## src/rtl/dmi_uncore_pkg.sv

```systemverilog
// rtl/dmi_uncore_pkg.sv - register addresses and STATUS bit positions for the uncore mailbox
package dmi_uncore_pkg;

    localparam logic [6:0] ADDR_STATUS   = 7'h50;
    localparam logic [6:0] ADDR_DOWN     = 7'h51;
    localparam logic [6:0] ADDR_UP       = 7'h52;
    localparam logic [6:0] ADDR_SCRATCH  = 7'h53;
    localparam logic [6:0] ADDR_ID       = 7'h54;
    localparam logic [6:0] ADDR_IRQ_MASK = 7'h55;

    localparam int ST_DOWN_CNT_LSB = 0;
    localparam int ST_UP_CNT_LSB   = 8;
    localparam int ST_DOWN_FULL    = 16;
    localparam int ST_UP_EMPTY     = 17;
    localparam int ST_UNDERFLOW    = 30;
    localparam int ST_OVERFLOW     = 31;

endpackage

```

## src/rtl/dmi_mbox_fifo.sv

```systemverilog
// rtl/dmi_mbox_fifo.sv - power-of-two FIFO with occupancy count; push when full and pop when empty are ignored
module dmi_mbox_fifo #(
    parameter int DEPTH = 4,
    parameter int WIDTH = 32
) (
    input  logic                     clk,
    input  logic                     rst,
    input  logic                     push,
    input  logic [WIDTH-1:0]         push_data,
    input  logic                     pop,
    output logic [WIDTH-1:0]         head,
    output logic                     full,
    output logic                     empty,
    output logic [$clog2(DEPTH):0]   count
);

    localparam int PW = $clog2(DEPTH);

    logic [WIDTH-1:0] mem_q [DEPTH];
    logic [WIDTH-1:0] mem_d [DEPTH];
    logic [PW-1:0]    wr_ptr_q, wr_ptr_d;
    logic [PW-1:0]    rd_ptr_q, rd_ptr_d;
    logic [PW:0]      cnt_q, cnt_d;
    logic             do_push, do_pop;

    assign full    = (cnt_q == (PW+1)'(DEPTH));
    assign empty   = (cnt_q == '0);
    assign count   = cnt_q;
    assign head    = mem_q[rd_ptr_q];
    // Both gates use the pre-edge state, so a full FIFO refuses a push even if it pops this cycle.
    assign do_push = push & ~full;
    assign do_pop  = pop & ~empty;

    always_comb begin
        mem_d    = mem_q;
        wr_ptr_d = wr_ptr_q;
        rd_ptr_d = rd_ptr_q;
        cnt_d    = cnt_q;
        if (do_push) begin
            mem_d[wr_ptr_q] = push_data;
            wr_ptr_d        = wr_ptr_q + PW'(1);
        end
        if (do_pop) begin
            rd_ptr_d = rd_ptr_q + PW'(1);
        end
        case ({do_push, do_pop})
            2'b10:   cnt_d = cnt_q + (PW+1)'(1);
            2'b01:   cnt_d = cnt_q - (PW+1)'(1);
            default: cnt_d = cnt_q;
        endcase
    end

    always_ff @(posedge clk) begin
        if (rst) begin
            wr_ptr_q <= '0;
            rd_ptr_q <= '0;
            cnt_q    <= '0;
        end else begin
            wr_ptr_q <= wr_ptr_d;
            rd_ptr_q <= rd_ptr_d;
            cnt_q    <= cnt_d;
        end
    end

    always_ff @(posedge clk) begin
        mem_q <= mem_d;
    end

endmodule

```

## src/rtl/dmi_uncore_mbox.sv

```systemverilog
// rtl/dmi_uncore_mbox.sv - DMI uncore responder: ID/scratch/status registers and a two-way mailbox
// Optional interrupt output and IRQ_MASK register under DMI_UNCORE_MBOX_IRQ_EN.
module dmi_uncore_mbox
    import dmi_uncore_pkg::*;
#(
    parameter int          DEPTH    = 4,
    parameter logic [31:0] ID_VALUE = 32'h0000_0E12
) (
    input  logic        clk,
    input  logic        rst,
    input  logic        dmi_uncore_en,
    input  logic        dmi_uncore_wr_en,
    input  logic [6:0]  dmi_uncore_addr,
    input  logic [31:0] dmi_uncore_wdata,
    output logic [31:0] dmi_uncore_rdata,
    output logic        down_valid,
    output logic [31:0] down_data,
    input  logic        down_ready,
    input  logic        up_valid,
    input  logic [31:0] up_data,
    output logic        up_ready
`ifdef DMI_UNCORE_MBOX_IRQ_EN
    ,
    output logic        mbox_irq
`endif
);

    localparam int CW = $clog2(DEPTH) + 1;

    logic [31:0] rdata_q, rdata_d;
    logic [31:0] scratch_q, scratch_d;
    logic        ovf_q, ovf_d;
    logic        udf_q, udf_d;
    logic        wr_acc, rd_acc;
    logic        down_push, down_full, down_empty;
    logic        up_push, up_pop, up_full, up_empty;
    logic [CW-1:0] down_count, up_count;
    logic [31:0] up_head;
    logic [31:0] status;

    assign wr_acc     = dmi_uncore_en & dmi_uncore_wr_en;
    assign rd_acc     = dmi_uncore_en & ~dmi_uncore_wr_en;
    assign down_push  = wr_acc & (dmi_uncore_addr == ADDR_DOWN);
    assign up_pop     = rd_acc & (dmi_uncore_addr == ADDR_UP);
    assign up_push    = up_valid & up_ready;
    assign down_valid = ~down_empty;
    assign up_ready   = ~up_full;

    dmi_mbox_fifo #(.DEPTH(DEPTH), .WIDTH(32)) u_down_fifo (
        .clk(clk), .rst(rst),
        .push(down_push), .push_data(dmi_uncore_wdata),
        .pop(down_valid & down_ready),
        .head(down_data), .full(down_full), .empty(down_empty), .count(down_count)
    );

    dmi_mbox_fifo #(.DEPTH(DEPTH), .WIDTH(32)) u_up_fifo (
        .clk(clk), .rst(rst),
        .push(up_push), .push_data(up_data),
        .pop(up_pop),
        .head(up_head), .full(up_full), .empty(up_empty), .count(up_count)
    );

`ifdef DMI_UNCORE_MBOX_IRQ_EN
    logic [2:0] irq_mask_q, irq_mask_d;
    logic       irq_q, irq_d;

    assign mbox_irq = irq_q;

    always_comb begin
        irq_mask_d = irq_mask_q;
        if (wr_acc && dmi_uncore_addr == ADDR_IRQ_MASK) begin
            irq_mask_d = dmi_uncore_wdata[2:0];
        end
        irq_d = |(irq_mask_q & {udf_q, ovf_q, ~up_empty});
    end

    always_ff @(posedge clk) begin
        if (rst) begin
            irq_mask_q <= '0;
            irq_q      <= 1'b0;
        end else begin
            irq_mask_q <= irq_mask_d;
            irq_q      <= irq_d;
        end
    end
`endif

    always_comb begin
        status = '0;
        status[ST_DOWN_CNT_LSB +: 8] = 8'(down_count);
        status[ST_UP_CNT_LSB +: 8]   = 8'(up_count);
        status[ST_DOWN_FULL]         = down_full;
        status[ST_UP_EMPTY]          = up_empty;
        status[ST_UNDERFLOW]         = udf_q;
        status[ST_OVERFLOW]          = ovf_q;
    end

    always_comb begin
        scratch_d = scratch_q;
        ovf_d     = ovf_q;
        udf_d     = udf_q;
        rdata_d   = rdata_q;

        if (wr_acc && dmi_uncore_addr == ADDR_SCRATCH) begin
            scratch_d = dmi_uncore_wdata;
        end
        // Clear first, then set, so a same-cycle event keeps the flag up.
        if (wr_acc && dmi_uncore_addr == ADDR_STATUS) begin
            if (dmi_uncore_wdata[ST_OVERFLOW])  ovf_d = 1'b0;
            if (dmi_uncore_wdata[ST_UNDERFLOW]) udf_d = 1'b0;
        end
        if (down_push && down_full) ovf_d = 1'b1;
        if (up_pop && up_empty)     udf_d = 1'b1;

        if (rd_acc) begin
            case (dmi_uncore_addr)
                ADDR_STATUS:   rdata_d = status;
                ADDR_UP:       rdata_d = up_empty ? 32'h0 : up_head;
                ADDR_SCRATCH:  rdata_d = scratch_q;
                ADDR_ID:       rdata_d = ID_VALUE;
`ifdef DMI_UNCORE_MBOX_IRQ_EN
                ADDR_IRQ_MASK: rdata_d = {29'h0, irq_mask_q};
`endif
                default:       rdata_d = 32'h0;
            endcase
        end
    end

    always_ff @(posedge clk) begin
        if (rst) begin
            rdata_q   <= '0;
            scratch_q <= '0;
            ovf_q     <= 1'b0;
            udf_q     <= 1'b0;
        end else begin
            rdata_q   <= rdata_d;
            scratch_q <= scratch_d;
            ovf_q     <= ovf_d;
            udf_q     <= udf_d;
        end
    end

    assign dmi_uncore_rdata = rdata_q;

endmodule

```

## config.mk

```make
export PLATFORM = sky130hd
export DESIGN_NAME = dmi_uncore_mbox
export DESIGN_NICKNAME = d
export VERILOG_FILES = /design/src/rtl/dmi_uncore_pkg.sv /design/src/rtl/dmi_mbox_fifo.sv /design/src/rtl/dmi_uncore_mbox.sv
export SDC_FILE = /design/constraint.sdc
export NUM_CORES = 1
export LEC_CHECK = 0
export ABC_AREA = 1
export ABC_CLOCK_PERIOD_IN_PS = 3400
export BUFFER_PORTS_ARGS = -buffer_cell sky130_fd_sc_hd__buf_2
export CAP_MARGIN = 40
export CORE_ASPECT_RATIO = 0.7
export CORE_MARGIN = 2
export CORE_UTILIZATION = 45
export CTS_CLUSTER_DIAMETER = 60
export CTS_CLUSTER_SIZE = 10
export DETAILED_ROUTE_END_ITERATION = 10
export PLACE_DENSITY = 0.65
export SLEW_MARGIN = 20
export SYNTH_ARGS = -nofsm -noshare
export SYNTH_HDL_FRONTEND = slang
export SYNTH_SLANG_ARGS = --single-unit
export TNS_END_PERCENT = 20
```

## constraint.sdc

```tcl
create_clock -name clk -period 3.4 [get_ports clk]
set_input_delay 0.68 -clock clk [delete_from_list [all_inputs] [get_ports clk]]
set_output_delay 0.68 -clock clk [all_outputs]
set_load 0.05 [all_outputs]
```

== Yosys cells after proc, flatten, opt, wreduce, memory -nomap -nowiden ==
Cells that the tools add are included.
Cells by class
  add/sub/neg operators: 8
  magnitude comparators: 6
  equality and inequality tests: 11
  mux-type cells: 22
  bitwise logic cells: 19
  reductions and logical operators: 16
Operators by type and width (count)
  128-bit bitwise mux: 2
  32-bit two-way mux: 7
  32-bit binary-select mux with 2-bit select: 2
  32-bit demux with 2-bit select: 2
  32-bit case mux with 4 select lines: 1
  7-bit equality test, second input constant: 5
  3-bit >= comparator, second input constant: 4
  2-bit NOT with 3-bit output: 4
  3-bit case mux with 2 select lines: 2
  2-bit nonzero test: 6
  1-bit AND: 10
  2-bit by 1-bit adder with 2-bit output, second input constant: 4
  3-bit by 1-bit adder with 3-bit output, second input constant: 2
  3-bit equality test, second input constant: 2
  1-bit logical AND: 6
  3-bit zero test: 2
  3-bit by 1-bit less-than comparator with 1-bit output, second input constant: 2
  1-bit two-way mux: 6
  3-bit by 1-bit subtractor with 3-bit output, second input constant: 2
  1-bit NOT: 5
  2-bit by 1-bit equality test with 1-bit output, second input constant: 2
  2-bit equality test, second input constant: 2
  2-bit AND reduction: 2
Word-level totals
  flip-flop bits (word level): 336
  input bits: 77
  output and inout port bits: 66
  logic and storage cells: 100

== Logic depth before layout (Yosys ltp) ==
Gate-level depths: netlist (run 1).
  depth after elaboration: 6
  gate-level depth with buffers: 11
  depth with buffers taken out: 11

== Cells and area by module ==
Synthesis (run 1) repeated with hierarchy kept, for this count alone.
Second synthesis, totals
  cell total of the unflattened synthesis: 1205
  area total of the unflattened synthesis: 13688.1 um^2
By module, submodules not included
  dmi_mbox_fifo: instances 2, cells each 375, area an instance 5253.8 um^2, seq. area each 3983.8 um^2
  dmi_uncore_mbox: instances 1, cells each 455, area an instance 3180.6 um^2, seq. area each 1321.3 um^2

== Worst setup path before layout (run 1) ==
OpenSTA, ideal clock, no wires.
  path kind: input to register
  from: in dmi_uncore_addr[3]
  to: reg u_down_fifo.mem_q[0] (netlist name), enable pin
  setup time: 0.421 ns
  data arrival time: 2.570 ns
  required time: 2.979 ns
  slack: 0.409 ns
  stages on the path: 5
  path buffers: 0
  cells stage by stage: inv_1 > nand2_2 > nor2_1 > nand4_2 > nor2_1
On the way
  word-level cells in the longest chain between the ends: 3
RTL lines
  from (decl): RTL line dmi_uncore_mbox.sv:13  | input logic [6:0] dmi_uncore_addr,
  7-bit equality test: RTL line dmi_uncore_mbox.sv:43  | assign down_push = wr_acc & (dmi_uncore_addr == ADDR_DOWN);
  1-bit AND: RTL line dmi_uncore_mbox.sv:43
  1-bit AND: RTL line dmi_mbox_fifo.sv:31  | assign do_push = push & ~full;
  to (signal assigned): RTL line dmi_mbox_fifo.sv:66  | mem_q <= mem_d;
  to (decl): RTL line dmi_mbox_fifo.sv:19  | logic [WIDTH-1:0] mem_q [DEPTH];
Every way passes these cells.
A chain may end at the register's enable or synchronous reset.

== Worst setup path after layout (run 1) ==
  from: reg u_down_fifo.rd_ptr_q[0]
  to: out down_data[3]
On the way
  word-level cells in the longest chain between the ends: 4
RTL lines
  from (decl): RTL line dmi_mbox_fifo.sv:22  | logic [PW-1:0] rd_ptr_q, rd_ptr_d;
  from (signal assigned): RTL line dmi_mbox_fifo.sv:60  | rd_ptr_q <= rd_ptr_d;
  2-bit NOT with 3-bit output (implied by the code): RTL line dmi_mbox_fifo.sv:29  | assign head = mem_q[rd_ptr_q];
  32-bit binary-select mux with 2-bit select: RTL line dmi_mbox_fifo.sv:29
  32-bit two-way mux (implied by the code) (2 in a row): RTL line dmi_mbox_fifo.sv:29
  to (decl): RTL line dmi_uncore_mbox.sv:17  | output logic [31:0] down_data,
Every way passes these cells. The select of a mux whose other input is x is not followed.

==> flow_summary.yaml, run 1 <==
global_routing:
  grt_pass1_wl_mm: 49.2
  grt_max_degree: 69
  met2_usage_pct: 31.5
  grt_pass1_vias: 8650
  grt_usage_pct: 20.6
  busiest_layer: "met2"
  grt_antenna_before_repair: 3
  use_met1_pct: 30.2
  grt_use_met3_pct: 3.97
  overflow: 0
placed_design:
  dp_cells: 1654
  numPortBuffers: 142
  post-dp-hpwl_mm: 20.0
  routabilityCongestion: 0.802
  place_ws_ns: 0.777
  dpl_cell_area_sq_mm: 0.0143
floorplanning:
  ioPinCount: 143
  die_x_microns: 209
  die_y_microns: 148
  row_count: 52
  core_area_sq_mm: 0.0290
  start_util_pct: 45.9
  dieArea_sq_mm: 0.0309
timing:
  hold_ws_ns: 0.383
  clock-skew-final_ns: 0.0118
  rsz0062_at_grt: "false"
  slew_headroom_pct: 46.7
  slew_violations: 0
  hold_viol_final: 0
  max_freq_mhz: 337
  fin_crit_sh_pct: 87.3
  tightest_slew_ns: 0.797
  setup_tns_ns: 0
  fin_ws_ns: 0.432
  setup_viol: 0
  fin_crit_ns: 2.97
critical_path:
  start_kind: "flip-flop"
  critPathKind: "flip-flop to output port"
  worstReg2RegStart: "u_up_fifo.count[0]"
  crit_required_ns: 2.72
  cp_max_fo: 24
  worstSetupEndpointType: "output port"
  slowest_delay_ns: 0.46
  path_cells: "clkinv_1, buf_4, o21ai_0, o22ai_1, buf_2"
  crit_arrival_ns: 2.29
  cp-startpoint: "u_down_fifo.rd_ptr_q[0]"
  cp_top_family: "buffers and inverters"
  crit_path_top_delay_cell: "clkinv_1"
  cp_num_buf_inv: 3
  r2r_slack_ns: 1.12
pwr:
  power_mw: 8.59
  switching_share_pct: 20.9
  ir_drop_mv: 0.303
  p_seq_share_pct: 52.7
  power.leakage_nw: 5.59
  p_sw_mw: 1.80
  p_comb_share_pct: 4.0
  p_int_mw: 6.79
  clkPwrFrac_pct: 43.3
  power.density_mw_per_mm2: 555
clock_tree:
  cts_buffer_depth: 3
  cts.clk_slew.worst_paths_ns: 0.05
  cts_tree: "yes"
  cts_hold_buf: 0
  cts_max_level: 2
  cts_resized: 0
  clock_latency_ns: 0.51
  numCtsBuffers: 39
  root_buffer: "clkbuf_16"
  clock-sinks: 336
  cts_setup_buffers: 0
final_layout:
  fin_cells: 1727
  final_area_sq_mm: 0.0155
  syn2layout_area_growth_pct: 16.3
  num-nets-final: 1407
  drive_gt1_share_pct: 17.9
  post-route-util_pct: 53.4
  fillCellCount: 2499
  mostFrequentLayoutCell: "edfxtp_1"
  final_cell_mix: "edfxtp_1 (256), nand2_1 (230), buf_2 (142)"
hold_path:
  hold_class: "input pin to flip-flop"
  hp-start: "up_data[25]"
routing:
  vias_per_cell: 5.27
  vias: 9102
  wirelength_mm: 32.1
  drtIter0Drc: 715
  ant_nets: 0
  dr.pass1.iters: 5
  drc_errors: 0
  wire_per_inst_microns: 18.6
synth:
  synth_top_area_share_pct: 57.8
  post_synth.cell_area_avg_sq_um: 11.3
  yosysSeqAreaShare_pct: 69.9
  synth_area_sq_mm: 0.0133
  synth_area_leaders: "edfxtp_1 (58%), dfxtp_1 (12%), nand2_1 (6.5%)"
  synth_nets: 1269
  yosys_warnings: 0
  synth.distinct_cells: 33
  yosysTopAreaCell: "edfxtp_1"
  ys_ff_latch: 336
  syn_inst: 1180
outcome:
  status: "finished clean"
job:
  drv_cap: 0
[sequential cells by signal, indices dropped and copies added, names as in the netlist]
signal                count
ovf_q                     1
u_up_fifo.mem_q         128
u_down_fifo.wr_ptr_q      2
u_down_fifo.mem_q       128
u_down_fifo.rd_ptr_q      2
udf_q                     1
u_up_fifo.wr_ptr_q        2
u_up_fifo.count           3
scratch_q                32
u_down_fifo.count         3
u_up_fifo.rd_ptr_q        2
dmi_uncore_rdata         32
[cell usage after synthesis (all sizes together)]
| master | n |
|---|---|
| a21oi | 75 |
| a31oi | 3 |
| and2 | 1 |
| buf | 40 |
| clkbuf | 30 |
| clkinv | 1 |
| dfxtp | 80 |
| edfxtp | 256 |
| fa | 2 |
| ha | 10 |
| inv | 51 |
| nand2 | 234 |
| nand3 | 89 |
| nand4 | 2 |
| nor2 | 127 |
| o211ai | 6 |
| o21a | 2 |
| o21ai | 132 |
| o22ai | 39 |
[final cells by class]
cell class	count	area, sq um	area share (%)
sequential	336	9290	60.1
multi-input combinational	722	3450	22.3
clock buffer	69	1110	7.18
timing repair buffer	167	918	5.94
tap	378	473	3.06
inverter	52	200	1.30
clock inverter	1	8.76	0.0567
antenna	2	5.00	0.0324
[worst reg2reg max path, delay by kind of cell (launching register included)]
| family | cells | cell delay, ns |
|---|---|---|
| AOI/OAI and AO/OA | 4 | 0.48 |
| adders and majority gates | 2 | 0.77 |
| buffers and inverters | 1 | 0.11 |
| DFF | 1 | 0.38 |
| and+or+nand+nor | 2 | 0.43 |
[logic make-up after synthesis]
kind of cell / share of synthesized area (%)
compound gates: 10.5
fa+ha+maj: 1.24
buf+inv: 4.29
simple gates: 14.1
flops: 69.9
[power by group through the flow]
stage	combinational [mW]	clock [mW]	sequential, mW
floorplan	0.146	0	4.64
global placement	0.330	0	4.61
detailed placement	0.337	0	4.61
CTS	0.338	3.79	4.53
global route	0.375	3.97	4.53
finish	0.339	3.72	4.53
[routing by layer]
metal / vias to the layer above / part of all wire [%]
met3: 54 / 5.6
met4: 2 / 2.2
met1: 4401 / 47
li1: 4409 / -
met2: 236 / 45
met5: - / 0.041
[final timing paths]
kind | endpoint | cells after the start
worst min-delay path | u_up_fifo.mem_q[25] | 1
worst max-delay path | down_data[3] | 5
worst min register to register | scratch_q[31] | 2
worst max register to register | u_up_fifo.count[2] | 9
Note: power is estimated with default switching activity, not from simulation.
==> run 2: changes to the inputs <==
--- a/config.mk
+++ b/config.mk
@@ -6,16 +6,16 @@
 export NUM_CORES = 1
 export LEC_CHECK = 0
 export ABC_AREA = 1
-export ABC_CLOCK_PERIOD_IN_PS = 3400
+export ABC_CLOCK_PERIOD_IN_PS = 2600
 export BUFFER_PORTS_ARGS = -buffer_cell sky130_fd_sc_hd__buf_2
-export CAP_MARGIN = 40
+export CAP_MARGIN = 15
 export CORE_ASPECT_RATIO = 0.7
 export CORE_MARGIN = 2
 export CORE_UTILIZATION = 45
 export CTS_CLUSTER_DIAMETER = 60
 export CTS_CLUSTER_SIZE = 10
 export DETAILED_ROUTE_END_ITERATION = 10
-export PLACE_DENSITY = 0.65
+export PLACE_DENSITY = 0.67
 export SLEW_MARGIN = 20
 export SYNTH_ARGS = -nofsm -noshare
 export SYNTH_HDL_FRONTEND = slang
==> constraint.sdc (replaced) <==
create_clock -name clk -period 2.6 [get_ports clk]
set_input_delay 0.52 -clock clk [delete_from_list [all_inputs] [get_ports clk]]
set_output_delay 0.52 -clock clk [all_outputs]
set_load 0.05 [all_outputs]
==> run 2 against run 1 <==
Global-route usage shrank 0.35 points. Design area up 0.86%. Register-to-register slack worse by 0.69 ns. Final cell count increased by 0.23%. Hold slack worse by 0.18 ns. Combinational power grew 28%. Sequential cell count is the same. First-iteration DRC count rose by 8.4%. Sequential share of layout area fell by 0.51 points. Critical path type unchanged. Largest cell class unchanged.
==> flow_summary.yaml, run 2 (synthesized netlist as in run 1, its figures left out) <==
pwr:
  switching_share_pct: 20.7
  power.leakage_nw: 5.64
  p_comb_share_pct: 3.9
  clkPwrFrac_pct: 43.7
  p_seq_share_pct: 52.5
  p_int_mw: 8.95
  power.density_mw_per_mm2: 724
  ir_drop_mv: 0.460
  p_sw_mw: 2.34
floorplanning:
  row_count: 52
  start_util_pct: 45.9
  core_area_sq_mm: 0.0290
  die_x_microns: 209
  ioPinCount: 143
  die_y_microns: 148
  dieArea_sq_mm: 0.0309
clock_tree:
  cts_setup_buffers: 0
  cts_resized: 0
  cts_hold_buf: 0
  numCtsBuffers: 39
  clock_latency_ns: 0.53
  cts_tree: "yes"
  cts_max_level: 2
  cts.clk_slew.worst_paths_ns: 0.06
  root_buffer: "clkbuf_16"
  cts_buffer_depth: 3
  clock-sinks: 336
critical_path:
  slowest_delay_ns: 0.35
  crit_arrival_ns: 1.91
  worstSetupEndpointType: "output port"
  crit_required_ns: 2.08
  cp_max_fo: 22
  worstReg2RegStart: "u_up_fifo.count[1]"
  crit_path_top_delay_cell: "dfxtp_1"
  r2r-end: "u_up_fifo.count[2]"
  start_kind: "flip-flop"
  cp_num_buf_inv: 2
  r2r_slack_ns: 0.43
  critPathKind: "flip-flop to output port"
  path_cells: "buf_4, o21ai_0, o22ai_1, buf_2"
  reg2reg_depth: 9
  cp_top_family: "buffers and inverters"
job:
  drv_cap: 0
hold_path:
  hold_class: "input pin to flip-flop"
  hp-start: "up_data[15]"
  holdPathEnd: "u_up_fifo.mem_q[79]"
  hold_path_depth: 1
placed_design:
  dp_cells: 1659
  routabilityCongestion: 0.828
  numPortBuffers: 142
  dpl_cell_area_sq_mm: 0.0144
  post-dp-hpwl_mm: 19.8
timing:
  clock-skew-final_ns: 0.0165
  setup_viol: 0
  hold_viol_final: 0
  rsz0062_at_grt: "false"
  slew_headroom_pct: 47.9
  max_freq_mhz: 411
  fin_crit_ns: 2.43
  slew_violations: 0
  fin_crit_sh_pct: 93.6
  tightest_slew_ns: 0.781
final_layout:
  syn2layout_area_growth_pct: 17.3
  final_area_sq_mm: 0.0156
  final_cell_mix: "edfxtp_1 (256), nand2_1 (230), buf_2 (142)"
  num-nets-final: 1411
  fin_cells: 1731
  drive_gt1_share_pct: 18.3
  post-route-util_pct: 53.9
  reg.largest.list: "u_down_fifo.mem_q: 128 flops, u_up_fifo.mem_q: 128 flops"
  mostFrequentLayoutCell: "edfxtp_1"
routing:
  vias_per_cell: 5.27
  ant_nets: 0
  drtIter0Drc: 775
  wirelength_mm: 31.2
  dr.pass1.iters: 4
  drc_errors: 0
  vias: 9116
  wire_per_inst_microns: 18.0
global_routing:
  grt_pass1_wl_mm: 48.3
  grt_max_degree: 69
  overflow: 0
  grt_antenna_before_repair: 3
  grt_usage_pct: 20.3
  grt_pass1_vias: 8630
outcome:
  status: "finished clean"
[run 2: cell count changes in the layout (fill, tap and decap cells not counted), sizes merged]
cell    before  now
diode        2    1
buf        167  171
clkinv       1    2
[run 2: worst max path at each step]
| stage | startpoint | cells after the start | slack, ns | end |
|---|---|---|---|---|
| finish | u_down_fifo.rd_ptr_q[1] | 4 | 0.17 | down_data[28] |
| global route | u_down_fifo.rd_ptr_q[1] | 5 | 0.07 | down_data[5] |
| CTS | u_down_fifo.rd_ptr_q[1] | 5 | 0.14 | down_data[5] |
| detailed placement | dmi_uncore_addr[5] | 11 | 0.34 | u_down_fifo.count[1] |
| global placement | dmi_uncore_addr[2] | 12 | 0.35 | u_up_fifo.count[2] |
| floorplan | u_up_fifo.count[1] | 4 | -0.35 | u_up_fifo.mem_q[0] |
[run 2: final cells by class]
cell class / instances / area, sq um
timing repair buffer: 171 / 1020
fill: 2474 / 13400
clock buffer: 69 / 1130
antenna: 1 / 2.50
tap: 378 / 473
sequential: 336 / 9290
inverter: 52 / 200
multi-input combinational: 722 / 3450
clock inverter: 2 / 25.0
[run 2: routing by layer]
metal | vias up | GRT usage (%) | routed length, microns
met5 | - | 0 | 27
met4 | 4 | 5.79 | 512
met3 | 45 | 3.97 | 1820
met2 | 257 | 31.2 | 14000
met1 | 4379 | 29.5 | 14900
li1 | 4431 | - | -
[run 2: through the flow]
step	setup TNS (ns)	power (mW)	worst slack (ns)	hold WS (ns)
global route	0	11.7	0.0674	0.184
CTS	0	11.4	0.135	0.175
floorplan	-74.39	6.26	-0.350	0.430
finish	0	11.3	0.166	0.206
detailed placement	0	6.47	0.342	0.455
global placement	0	6.46	0.348	0.451
[run 2: power groups by stage]
stage | clock, mW | sequential [mW] | combinational [mW]
6_report | 4.93 | 5.92 | 0.435
3_3_place_gp | 0 | 6.03 | 0.426
3_5_place_dp | 0 | 6.03 | 0.437
5_1_grt | 5.26 | 5.93 | 0.480
4_1_cts | 5.06 | 5.92 | 0.439
2_1_floorplan | 0 | 6.06 | 0.191
